--- config.mk ---
export PLATFORM = sky130hd
export DESIGN_NAME = stopwatch_counter
export DESIGN_NICKNAME = d
export VERILOG_FILES = /design/src/rtl/stopwatch_pkg.sv /design/src/rtl/bcd_digit.sv /design/src/rtl/stopwatch_counter.sv
export SDC_FILE = /design/constraint.sdc
export NUM_CORES = 1
export LEC_CHECK = 0
export CORE_MARGIN = 10
export CORE_UTILIZATION = 60
export DETAILED_ROUTE_END_ITERATION = 6
export GPL_TIMING_DRIVEN = 0
export PLACE_DENSITY = 0.83
export SETUP_SLACK_MARGIN = 0.5
export SLEW_MARGIN = 25
export SYNTH_ARGS = -nofsm -noshare
export SYNTH_HDL_FRONTEND = slang
export SYNTH_SLANG_ARGS = --single-unit
--- constraint.sdc ---
create_clock -name clk -period 5.15 [get_ports clk]
set_input_delay 0.7725 -clock clk [delete_from_list [all_inputs] [get_ports clk]]
set_output_delay 0.7725 -clock clk [all_outputs]
set_load 0.05 [all_outputs]
--- src/rtl/stopwatch_pkg.sv ---
// Shared types and digit limits for the stopwatch timekeeping core.
package stopwatch_pkg;

  typedef logic [3:0] bcd_t;

  // Terminal value of each BCD digit position
  localparam bcd_t CS_MAX       = 4'd9;
  localparam bcd_t SEC_TENS_MAX = 4'd5;
  localparam bcd_t MIN_TENS_MAX = 4'd5;
  localparam bcd_t UNITS_MAX    = 4'd9;

  typedef enum logic [1:0] {
    IDLE  = 2'd0,
    RUN   = 2'd1,
    PAUSE = 2'd2
  } sw_state_t;

  // Terminal value for digit position idx (0 = centisecond units .. 5 = minute tens)
  function automatic bcd_t digit_max(input int idx);
    case (idx)
      0, 1:    return CS_MAX;
      3:       return SEC_TENS_MAX;
      5:       return MIN_TENS_MAX;
      default: return UNITS_MAX;
    endcase
  endfunction

endpackage

--- src/rtl/bcd_digit.sv ---
// One BCD digit of the stopwatch cascade: counts 0..MAX on inc, wraps to 0,
// and raises carry in the cycle it wraps so the next digit can advance.
module bcd_digit
  import stopwatch_pkg::*;
#(
  parameter bcd_t MAX = UNITS_MAX
) (
  input  logic clk,
  input  logic rst_n,
  input  logic clr,
  input  logic inc,
  output bcd_t q,
  output logic carry
);

  assign carry = inc && (q == MAX);

  // Digit register: clear wins over increment
  always_ff @(posedge clk or negedge rst_n) begin
    if (!rst_n) begin
      q <= '0;
    end else if (clr) begin
      q <= '0;
    end else if (inc) begin
      q <= (q == MAX) ? '0 : q + 4'd1;
    end
  end

endmodule

--- src/rtl/stopwatch_counter.sv ---
// Stopwatch timekeeping core: prescales clk to a TICK_HZ tick and keeps an
// MM:SS.cc BCD count with start/stop, clear and lap-hold control.
// Optional feature macro: STOPWATCH_LAP_EN enables the lap snapshot and hold
// mux; without it lap is ignored, held is 0 and digits always show the count.
// Control inputs are single-cycle pulses sampled on the rising edge; there is
// no handshake, a pulse high at edge N takes effect at edge N.
// dbg_state exposes the control FSM state for checkers.
module stopwatch_counter
  import stopwatch_pkg::*;
#(
  parameter int CLK_HZ  = 50_000_000,
  parameter int TICK_HZ = 100
) (
  input  logic        clk,
  input  logic        rst_n,
  input  logic        start_stop,
  input  logic        clear,
  input  logic        lap,
  output logic [23:0] digits,
  output logic        running,
  output logic        held,
  output logic        wrap,
  output sw_state_t   dbg_state
);

  localparam int DIV = CLK_HZ / TICK_HZ;
  localparam int PW  = (DIV > 1) ? $clog2(DIV) : 1;
  localparam logic [PW-1:0] PRESC_LAST = PW'(DIV - 1);

  sw_state_t     state;
  sw_state_t     state_nx;
  logic [PW-1:0] presc;
  logic          tick;
  logic [5:0]    inc;
  logic [5:0]    carry;
  bcd_t          q [6];
  logic [23:0]   count;
  logic          running_q;
  logic          wrap_q;

  // FSM state register
  always_ff @(posedge clk or negedge rst_n) begin
    if (!rst_n) begin
      state <= IDLE;
    end else begin
      state <= state_nx;
    end
  end

  // FSM next state: clear overrides start_stop
  always_comb begin
    state_nx = state;
    if (clear) begin
      state_nx = IDLE;
    end else if (start_stop) begin
      case (state)
        IDLE:    state_nx = RUN;
        RUN:     state_nx = PAUSE;
        PAUSE:   state_nx = RUN;
        default: state_nx = IDLE;
      endcase
    end
  end

  // Prescaler advances only while running and keeps sub-tick phase in PAUSE
  always_ff @(posedge clk or negedge rst_n) begin
    if (!rst_n) begin
      presc <= '0;
    end else if (clear) begin
      presc <= '0;
    end else if (state == RUN) begin
      presc <= (presc == PRESC_LAST) ? '0 : presc + PW'(1);
    end
  end

  assign tick = (state == RUN) && (presc == PRESC_LAST);

  // Carry chain: each digit advances when every lower digit is at terminal
  assign inc[0] = tick;
  for (genvar i = 1; i < 6; i++) begin : g_inc
    assign inc[i] = carry[i-1];
  end

  for (genvar i = 0; i < 6; i++) begin : g_digit
    bcd_digit #(
      .MAX(digit_max(i))
    ) u_digit (
      .clk  (clk),
      .rst_n(rst_n),
      .clr  (clear),
      .inc  (inc[i]),
      .q    (q[i]),
      .carry(carry[i])
    );
  end

  assign count = {q[5], q[4], q[3], q[2], q[1], q[0]};

  // Registered status flags; wrap marks the 59:59.99 -> 00:00.00 rollover edge
  always_ff @(posedge clk or negedge rst_n) begin
    if (!rst_n) begin
      running_q <= 1'b0;
      wrap_q    <= 1'b0;
    end else begin
      running_q <= (state_nx == RUN);
      wrap_q    <= carry[5] && !clear;
    end
  end

  assign running   = running_q;
  assign wrap      = wrap_q;
  assign dbg_state = state;

`ifdef STOPWATCH_LAP_EN
  logic        held_q;
  logic [23:0] snapshot;

  // Lap hold toggle; entering hold captures the count seen before this edge
  always_ff @(posedge clk or negedge rst_n) begin
    if (!rst_n) begin
      held_q   <= 1'b0;
      snapshot <= '0;
    end else if (clear) begin
      held_q <= 1'b0;
    end else if (lap) begin
      held_q <= !held_q;
      if (!held_q) begin
        snapshot <= count;
      end
    end
  end

  assign held   = held_q;
  assign digits = held_q ? snapshot : count;
`else
  logic unused_lap;

  assign unused_lap = lap;
  assign held       = 1'b0;
  assign digits     = count;
`endif

endmodule

**Yosys cells after proc, flatten, opt, wreduce, memory -nomap -nowiden**

Index checks and enable logic that the tools add are counted.

- Add/sub/neg operators: 7
- Equal/unequal tests: 10
- Mux-type cells: 24
- Reduce and logical (&&, ||, !) cells: 18

Operator list:

| cell | number |
|---|---|
| $mux W4 | 18 |
| $mux W19 | 3 |
| $add A4 B1 Y4 const B | 6 |
| $add A19 B1 Y19 const B | 1 |
| $eq A19 B19 Y1 const B | 1 |
| $eq A4 B4 Y1 const B | 4 |
| $reduce_bool A2 Y1 | 7 |
| $eq A4 B3 Y1 const B | 2 |
| $logic_and A1 B1 Y1 | 8 |
| $eq A2 B1 Y1 const B | 2 |
| $mux W2 | 2 |
| $pmux W2 S2 | 1 |
| $eq A2 B2 Y1 const B | 1 |
| $logic_not A2 Y1 | 1 |
| $reduce_or A2 Y1 | 1 |
| $logic_not A1 Y1 | 1 |

- Flip-flop bits (word level): 47
- Bits of input ports: 5
- Output and inout bits: 29

**Depth between registers and ports, before layout**

Gate-level depths: netlist (run 1).

- Depth after elaboration: 9
- Gate-level depth with buffers: 7
- Gate-level depth less buffers: 7

**Cells and area by module**

From an unflattened synthesis (run 1), not the netlist that was laid out.

- Cells, all modules: 279
- Area, all modules: 2647.5 µm²

By module, submodules not included:

| module | instances | cells each | area an instance (µm²) |
|---|---|---|---|
| stopwatch_counter | 1 | 129 | 1218.7 |
| bcd_digit (g_digit[0].u_digit ...) | 4 | 26 | 241.5 |
| bcd_digit (g_digit[3].u_digit ...) | 2 | 23 | 231.5 |

**Worst setup path after synthesis (run 1)**

No wires, ideal clock.

- Kind: register -> register
- Start: register state[1] (netlist: dbg_state[1])
- End: register g_digit[5].u_digit.q[3]
- Library setup time: 0.078 ns
- Arrival time: 2.251 ns
- Required time: 5.072 ns
- Slack: 2.821 ns
- Stages on the path, launching flop included: 7
- Path buffers: 1
- Clock period less this slack: 2.329 ns
- Cells stage by stage: dfrtp_1 nand2b_1 clkbuf_1 nor4_4 nand4_4 or4_1 a21oi_1

- Cells in the longest elaborated chain, start to end: 8

RTL lines:

| item | RTL line | source |
|---|---|---|
| from (decl) | stopwatch_counter.sv:30 | `sw_state_t state;` |
| from (signal assigned) | stopwatch_counter.sv:46 | `state <= state_nx;` |
| $eq A2 B1 Y1 | stopwatch_counter.sv:76 | `assign tick = (state == RUN) && (presc == PRESC_LAST);` |
| $logic_and A1 B1 Y1 | stopwatch_counter.sv:76 |  |
| $logic_and A1 B1 Y1 (5 in series) | bcd_digit.sv:16 | `assign carry = inc && (q == MAX);` |
| $reduce_bool A2 Y1 (no line) | -- |  |
| to (signal assigned) | bcd_digit.sv:25 | `q <= (q == MAX) ? '0 : q + 4'd1;` |
| to (decl) | bcd_digit.sv:12 | `output bcd_t q,` |

No other way between the ends.
A chain may end at the register's enable or synchronous reset.

**Worst setup path after layout (run 1)**

- Start: register presc[11]
- End: register presc[10]

- Cells in the longest elaborated chain, start to end: 4

RTL lines:

| item | RTL line | source |
|---|---|---|
| from (decl) | stopwatch_counter.sv:32 | `logic [PW-1:0] presc;` |
| from (signal assigned) | stopwatch_counter.sv:72 | `presc <= (presc == PRESC_LAST) ? '0 : presc + PW'(1);` |
| $eq A19 B19 Y1 | stopwatch_counter.sv:72 |  |
| $mux W19 | stopwatch_counter.sv:72 |  |
| $mux W19 | stopwatch_counter.sv:71 | `end else if (state == RUN) begin` |
| $mux W19 | stopwatch_counter.sv:69 | `end else if (clear) begin` |

No other way between the ends. The select of a mux whose other input is x is not followed.

==> out/qor.txt, run 1 <==
Worst r2r src = presc[11]
TritonCTS Buffers = 5
Nets@finish = 346
Top cells by count, synth = dfrtp_1 (47), nor2_1 (34), nand2_1 (24)
Synthesis-stage register bit count = 47
# diodes = 0
Max Clk Rate = 389 MHz
Yosys top cell by area = dfrtp_1
Finished Core Util = 0.725
Outcome = finished clean
Critical Path RT = 5.31 ns
Clk sinks = 47
Critical path class = flop to flop
Initial DRC count = 88
Final Hold Vio Count = 0
Max incr delay on CP = 0.53 ns
Critical path fanouts, max = 10
Cts repair resizes = 0
Pleak = 1.29 nW
Final period util = 0.499
Final setup violating endpoints = 0
CTS tree = done
Register area = 0.00118 mm2
Root buf cell = clkbuf_8
Asr flop ratio synth = 1.00
Register area share after synthesis = 0.434
Placement Cell Area = 0.00307 mm2
Worst vdd ir = 0.000149 V
Top cell type's share of synthesized area = 0.434
Worst Reg-to-Reg Cells = 6
Syn Area/Cell = 9.25 um2
Mapped Area = 0.00271 mm2
RSZ-0062 raised after global routing = false
Reg-to-reg setup timing slack = 2.58 ns
Total gr overflow = 0
Vias in the first global route = 2184
GPL Wtd Cong = 0.859
Initial antenna violation count = 0
Initial Util = 0.623
Delay-heaviest family, CP = simple AND/OR/NAND/NOR gates
Yosys cell types = 47
Fin Setup TNS = 0 ns
Pre-antenna DRT Iters = 4
H-tree levels = 2
Final ANT Viol Nets = 0
Most used flip-flop cell after synthesis = dfrtp_1
Period minus WS final = 2.57 ns
Routed Wire Length = 5830 um
Post-Syn Instances = 293
Pwr Density = 202 mW/mm2
Largest net degree at the start of global routing = 48
Worst slew pin tran = 0.649 ns
WP depth = 6
Pins Over Slew Limit = 0
Class of the worst hold path = input port to async pin
Synth-to-Final Area Change = 16.4%
Clock Path Buffers = 2
Chip width = 87.2 um
Worst Hold Slack = 0.472 ns
Std cell rows = 24
CTS Hold Bufs = 0
Global-route wire length before repair = 10100 um
Final Instance Area = 0.00316 mm2
I/O Buffers = 30
Critical path's slowest cell = nor3_1
Number of synthesized flops with an enable pin = 0
DR vias = 2239
Critical path capture point type = flop
Crit. Startpoint = presc[11]
Max-Cap Viols = 0
Post-DP HPWL = 4140 um
Setup slack after placement = 2.59 ns
Max_slew headroom = 0.564
Top post-synthesis cells by area = dfrtp_1 (43%), ha_1 (5.1%), nor2_1 (4.7%), a21oi_1 (3.9%), or3_1 (3.5%)
Setup bufs post-CTS = 0
Top-count cell post-synth = dfrtp_1
Total Die Area = 0.00761 mm2
Syn. warnings = 0
Die Ht = 87.2 um
Clock Latency Late Sink = 0.30 ns
GRT Total Usage = 0.160
Post-Syn Nets = 309
Vias/cell = 5.85
Clock Pin Slew Worst Setup and Hold Paths = 0.08 ns
WL/cell = 15.2 um
IO Count = 34
Core Area = 0.00435 mm2
Multi-input gate area = 0.00145 mm2
Worst-path cell chain = or3_1, nor3_1, nand2_1, nand2b_1, clkbuf_1, nor2_1
Worst path bufs/invs = 1
Startpoint Class = flop
Critical Path AT = 2.74 ns
Skew final = 0.0115 ns
Fillers = 349
Remaining DRCs = 0
Setup ws final = 2.58 ns
FF-to-FF End = presc[10]
Layout cells sized above 1 = 0.0483
## cell families after synthesis
group / synth area share
flip-flops: 0.434
multiplexers: 0.0295
adder cells (fa/ha/maj): 0.0508
XOR/XNOR: 0.0485
buffers and inverters: 0.0323
AND/OR/NAND/NOR: 0.307
other: 0.00138
AO/OA/AOI/OAI: 0.0965
## worst max path at each step
stage                                   end  slack [ns]
floorplan           g_digit[5].u_digit.q[3]        2.82
global placement                   presc[8]        1.98
detailed placement                 presc[5]        2.59
CTS                               presc[10]        2.55
global route                      presc[18]        2.38
finish                            presc[10]        2.58
## report_power, final
| part | switching, mW | internal, mW |
|---|---|---|
| Sequential | 0.00432 | 0.372 |
| Combinational | 0.0356 | 0.0130 |
| Clock | 0.118 | 0.0954 |
## area by class of cell
class / instances / area share
Multi-Input combinational cell: 226 / 0.459
Buffer: 11 / 0.0170
Sequential cell: 47 / 0.373
Clock inverter: 1 / 0.00159
Timing Repair Buffer: 30 / 0.0944
Inverter: 9 / 0.0107
Tap cell: 52 / 0.0206
Clock buffer: 7 / 0.0242
## sequential cells by signal (all words and copies together) (netlist names)
| register | cells |
|---|---|
| presc | 19 |
| running | 1 |
| g_digit.u_digit.q | 24 |
| wrap | 1 |
| dbg_state | 2 |
## placed cells by master (no fill, tap or decap), drive strengths merged, types with 7 or more instances in the layout
master          n
a21oi          21
clkbuf         14
clkdlybuf4s50  29
dfrtp          47
ha             11
inv             9
mux2i           8
nand2          24
nand3          18
nand4          11
nor2           34
o21ai          11
or3            15
xnor2           8
xor2            7
## metrics by stage
step,cells,total power [mW]
floorplan,293,0.413
global placement,375,0.433
detailed placement,375,0.433
CTS,383,0.647
global route,383,0.661
finish,383,0.639
## per-layer routing
metal  GRT usage  vias up  share of wire
met5           0        -              0
met4      0.0551        0          0.022
met3      0.0365       12          0.045
met2       0.265       41           0.48
met1       0.200     1067           0.45
li1            -     1119              -
Note: power is estimated with default switching activity, not from simulation.
==> run 2, diff against run 1 <==
Settings changed: CORE_UTILIZATION 60 to 55, PLACE_DENSITY 0.83 to 0.77.
Clock period 5.15 ns to 2.52 ns, I/O delays scaled along.
==> run 2 against run 1 <==
Maximum frequency up 17%. Total power up 140%. Hold slack worse by 0.40 ns. Sequential share of layout area down 4.3 points. Critical path type unchanged. Critical endpoint is now g_digit[5].u_digit.q[2]. Largest power group unchanged.
==> out/qor.txt, run 2 (synthesis gave the netlist of run 1 again) <==
Period minus WS final = 2.20 ns (was 2.57 ns)
# diodes = 0 (unchanged)
Clk sinks = 47 (unchanged)
I/O Buffers = 30 (unchanged)
Pins Over Slew Limit = 0 (unchanged)
Vias/cell = 5.80 (was 5.85)
Final ANT Viol Nets = 0 (unchanged)
Routing usage on met2 = 0.262 (was 0.265)
Initial DRC count = 133 (was 88)
Critical path fanouts, max = 6 (was 10)
Commonest cells after routing, fill and taps aside = dfrtp_1 (38), nor2_1 (34), clkdlybuf4s50_1 (23) (was dfrtp_1 (47), nor2_1 (34), clkdlybuf4s50_1 (29))
Skew final = 0.00850 ns (was 0.0115 ns)
Finished Core Util = 0.758 (was 0.725)
Max FFs per register = 24 (unchanged)
Critical path class = flop to flop (unchanged)
Final setup violating endpoints = 0 (unchanged)
Clock Latency Late Sink = 0.30 ns (about the same)
Final period util = 0.874 (was 0.499)
Chip width = 90.2 um (was 87.2 um)
Max-Cap Viols = 0 (unchanged)
Startpoint Class = flop (unchanged)
Root buf cell = clkbuf_8 (unchanged)
Critical path capture point type = flop (unchanged)
Placement Cell Area = 0.00313 mm2 (was 0.00307 mm2)
Largest net degree at the start of global routing = 48 (unchanged)
Final Hold Vio Count = 0 (unchanged)
Outcome = finished clean (unchanged)
Final cell count without fillers = 421 (was 383)
Biggest register = g_digit.u_digit.q (unchanged)
H-tree levels = 2 (unchanged)
Setup ws final = 0.317 ns (was 2.58 ns)
Critical Path RT = 2.75 ns (was 5.31 ns)
Setup slack after placement = 0.0750 ns (was 2.59 ns)
WL/cell = 16.2 um (was 15.2 um)
Tot Pwr = 1.55 mW (was 0.639 mW)
Worst slew pin tran = 0.673 ns (was 0.649 ns)
Worst Hold Slack = 0.0702 ns (was 0.472 ns)
Pwr Density = 430 mW/mm2 (was 202 mW/mm2)
Fin Setup TNS = 0 ns (unchanged)
Pleak = 1.59 nW (was 1.29 nW)
Placed cells = 390 (was 375)
Vias in the first global route = 2258 (was 2184)
GR peak layer = met2 (unchanged)
Met1 Usage GRT = 0.201 (was 0.200)
DR vias = 2440 (was 2239)
Final Instance Area = 0.00360 mm2 (was 0.00316 mm2)
Clock Pin Slew Worst Setup and Hold Paths = 0.09 ns (was 0.08 ns)
GPL Wtd Cong = 0.868 (was 0.859)
Max Clk Rate = 454 MHz (was 389 MHz)
GRT Total Usage = 0.160 (about the same)
Total gr overflow = 0 (unchanged)
Post-DP HPWL = 4300 um (was 4140 um)
CTS tree = done (unchanged)
Class of the worst hold path = input port to async pin (unchanged)
Worst vdd ir = 0.000259 V (was 0.000149 V)
Std cell rows = 25 (was 24)
Layout cells sized above 1 = 0.212 (was 0.0483)
Global-route wire length before repair = 11000 um (was 10100 um)
Initial antenna violation count = 0 (unchanged)
Met3 usage = 0.0432 (was 0.0365)
Nets@finish = 369 (was 346)
Most common cell after layout, fill and taps aside = dfrtp_1 (unchanged)
Clock Path Buffers = 2 (unchanged)
Remaining DRCs = 0 (unchanged)
Max_slew headroom = 0.551 (was 0.564)
Total Die Area = 0.00814 mm2 (was 0.00761 mm2)
Synth-to-Final Area Change = 32.9% (was 16.4%)
Core Area = 0.00475 mm2 (was 0.00435 mm2)
TritonCTS Buffers = 5 (unchanged)
Pre-antenna DRT Iters = 4 (unchanged)
Die Ht = 90.2 um (was 87.2 um)
Critical Path AT = 2.44 ns (was 2.74 ns)
Initial Util = 0.570 (was 0.623)
Routed Wire Length = 6800 um (was 5830 um)
RSZ-0062 raised after global routing = true (was false)
IO Count = 34 (unchanged)
[run 2: changes by cell type in the layout (fill, tap and decap cells not counted), moves of 4 or more]
cell,change
buf_6,+7
a21oi_2,+5
dfrtp_2,+9
dlymetal6s2s_1,+5
buf_4,+17
dfrtp_1,-9
a21oi_1,-5
clkbuf_1,-4
clkdlybuf4s50_1,-6
[run 2: power by group]
group | leakage (nW) | internal (mW) | switching (mW)
registers | 0.639 | 0.762 | 0.00824
clock network | 0.0644 | 0.396 | 0.270
logic | 0.886 | 0.0355 | 0.0793
[run 2: final timing paths]
kind                                          from                       to  slack, ns  depth (start not counted)
setup / recovery           g_digit[1].u_digit.q[1]  g_digit[5].u_digit.q[2]       0.32                          7
hold / removal                               rst_n             dbg_state[0]       0.07                          1
setup reg to reg           g_digit[1].u_digit.q[1]  g_digit[5].u_digit.q[2]       0.32                          7
hold reg to reg                          presc[18]                presc[18]       0.58                          2
max in group asynchronous                    rst_n  g_digit[0].u_digit.q[0]       2.01                          1
min in group clk                         presc[18]                presc[18]       0.58                          2
[run 2: layout make-up]
class / count / area [um2]
buffer: 11 / 71.3
clock buffer: 5 / 68.8
clock inverter: 3 / 67.6
fill: 352 / 1150
inverter: 9 / 33.8
multi-input combinational: 226 / 1590
sequential: 47 / 1190
tap: 67 / 83.8
timing repair buffer: 53 / 504
[run 2: timing repair]
item                       in CTS  in global routing
setup buffers                  13                 10
pin swaps                      12                  9
hold buffers                    0                  0
cloned                          0                  0
setup endpoints to repair      45                 48
resized for setup              14                 31
[run 2: per-layer routing]
metal / wire length [um] / vias up
met1: 2960 / 1202
met5: 0 / -
met2: 3380 / 66
met4: 76 / 0
li1: - / 1164
met3: 378 / 8
[run 2: critical path: stages (launching register included)]
cell and delay [ns]:
dfrtp_2 0.45, inv_1 0.07, ha_1 0.17, nand4b_1 0.20
nor3b_4 0.38, nand4_1 0.29, or3b_1 0.44, a21oi_1 0.12
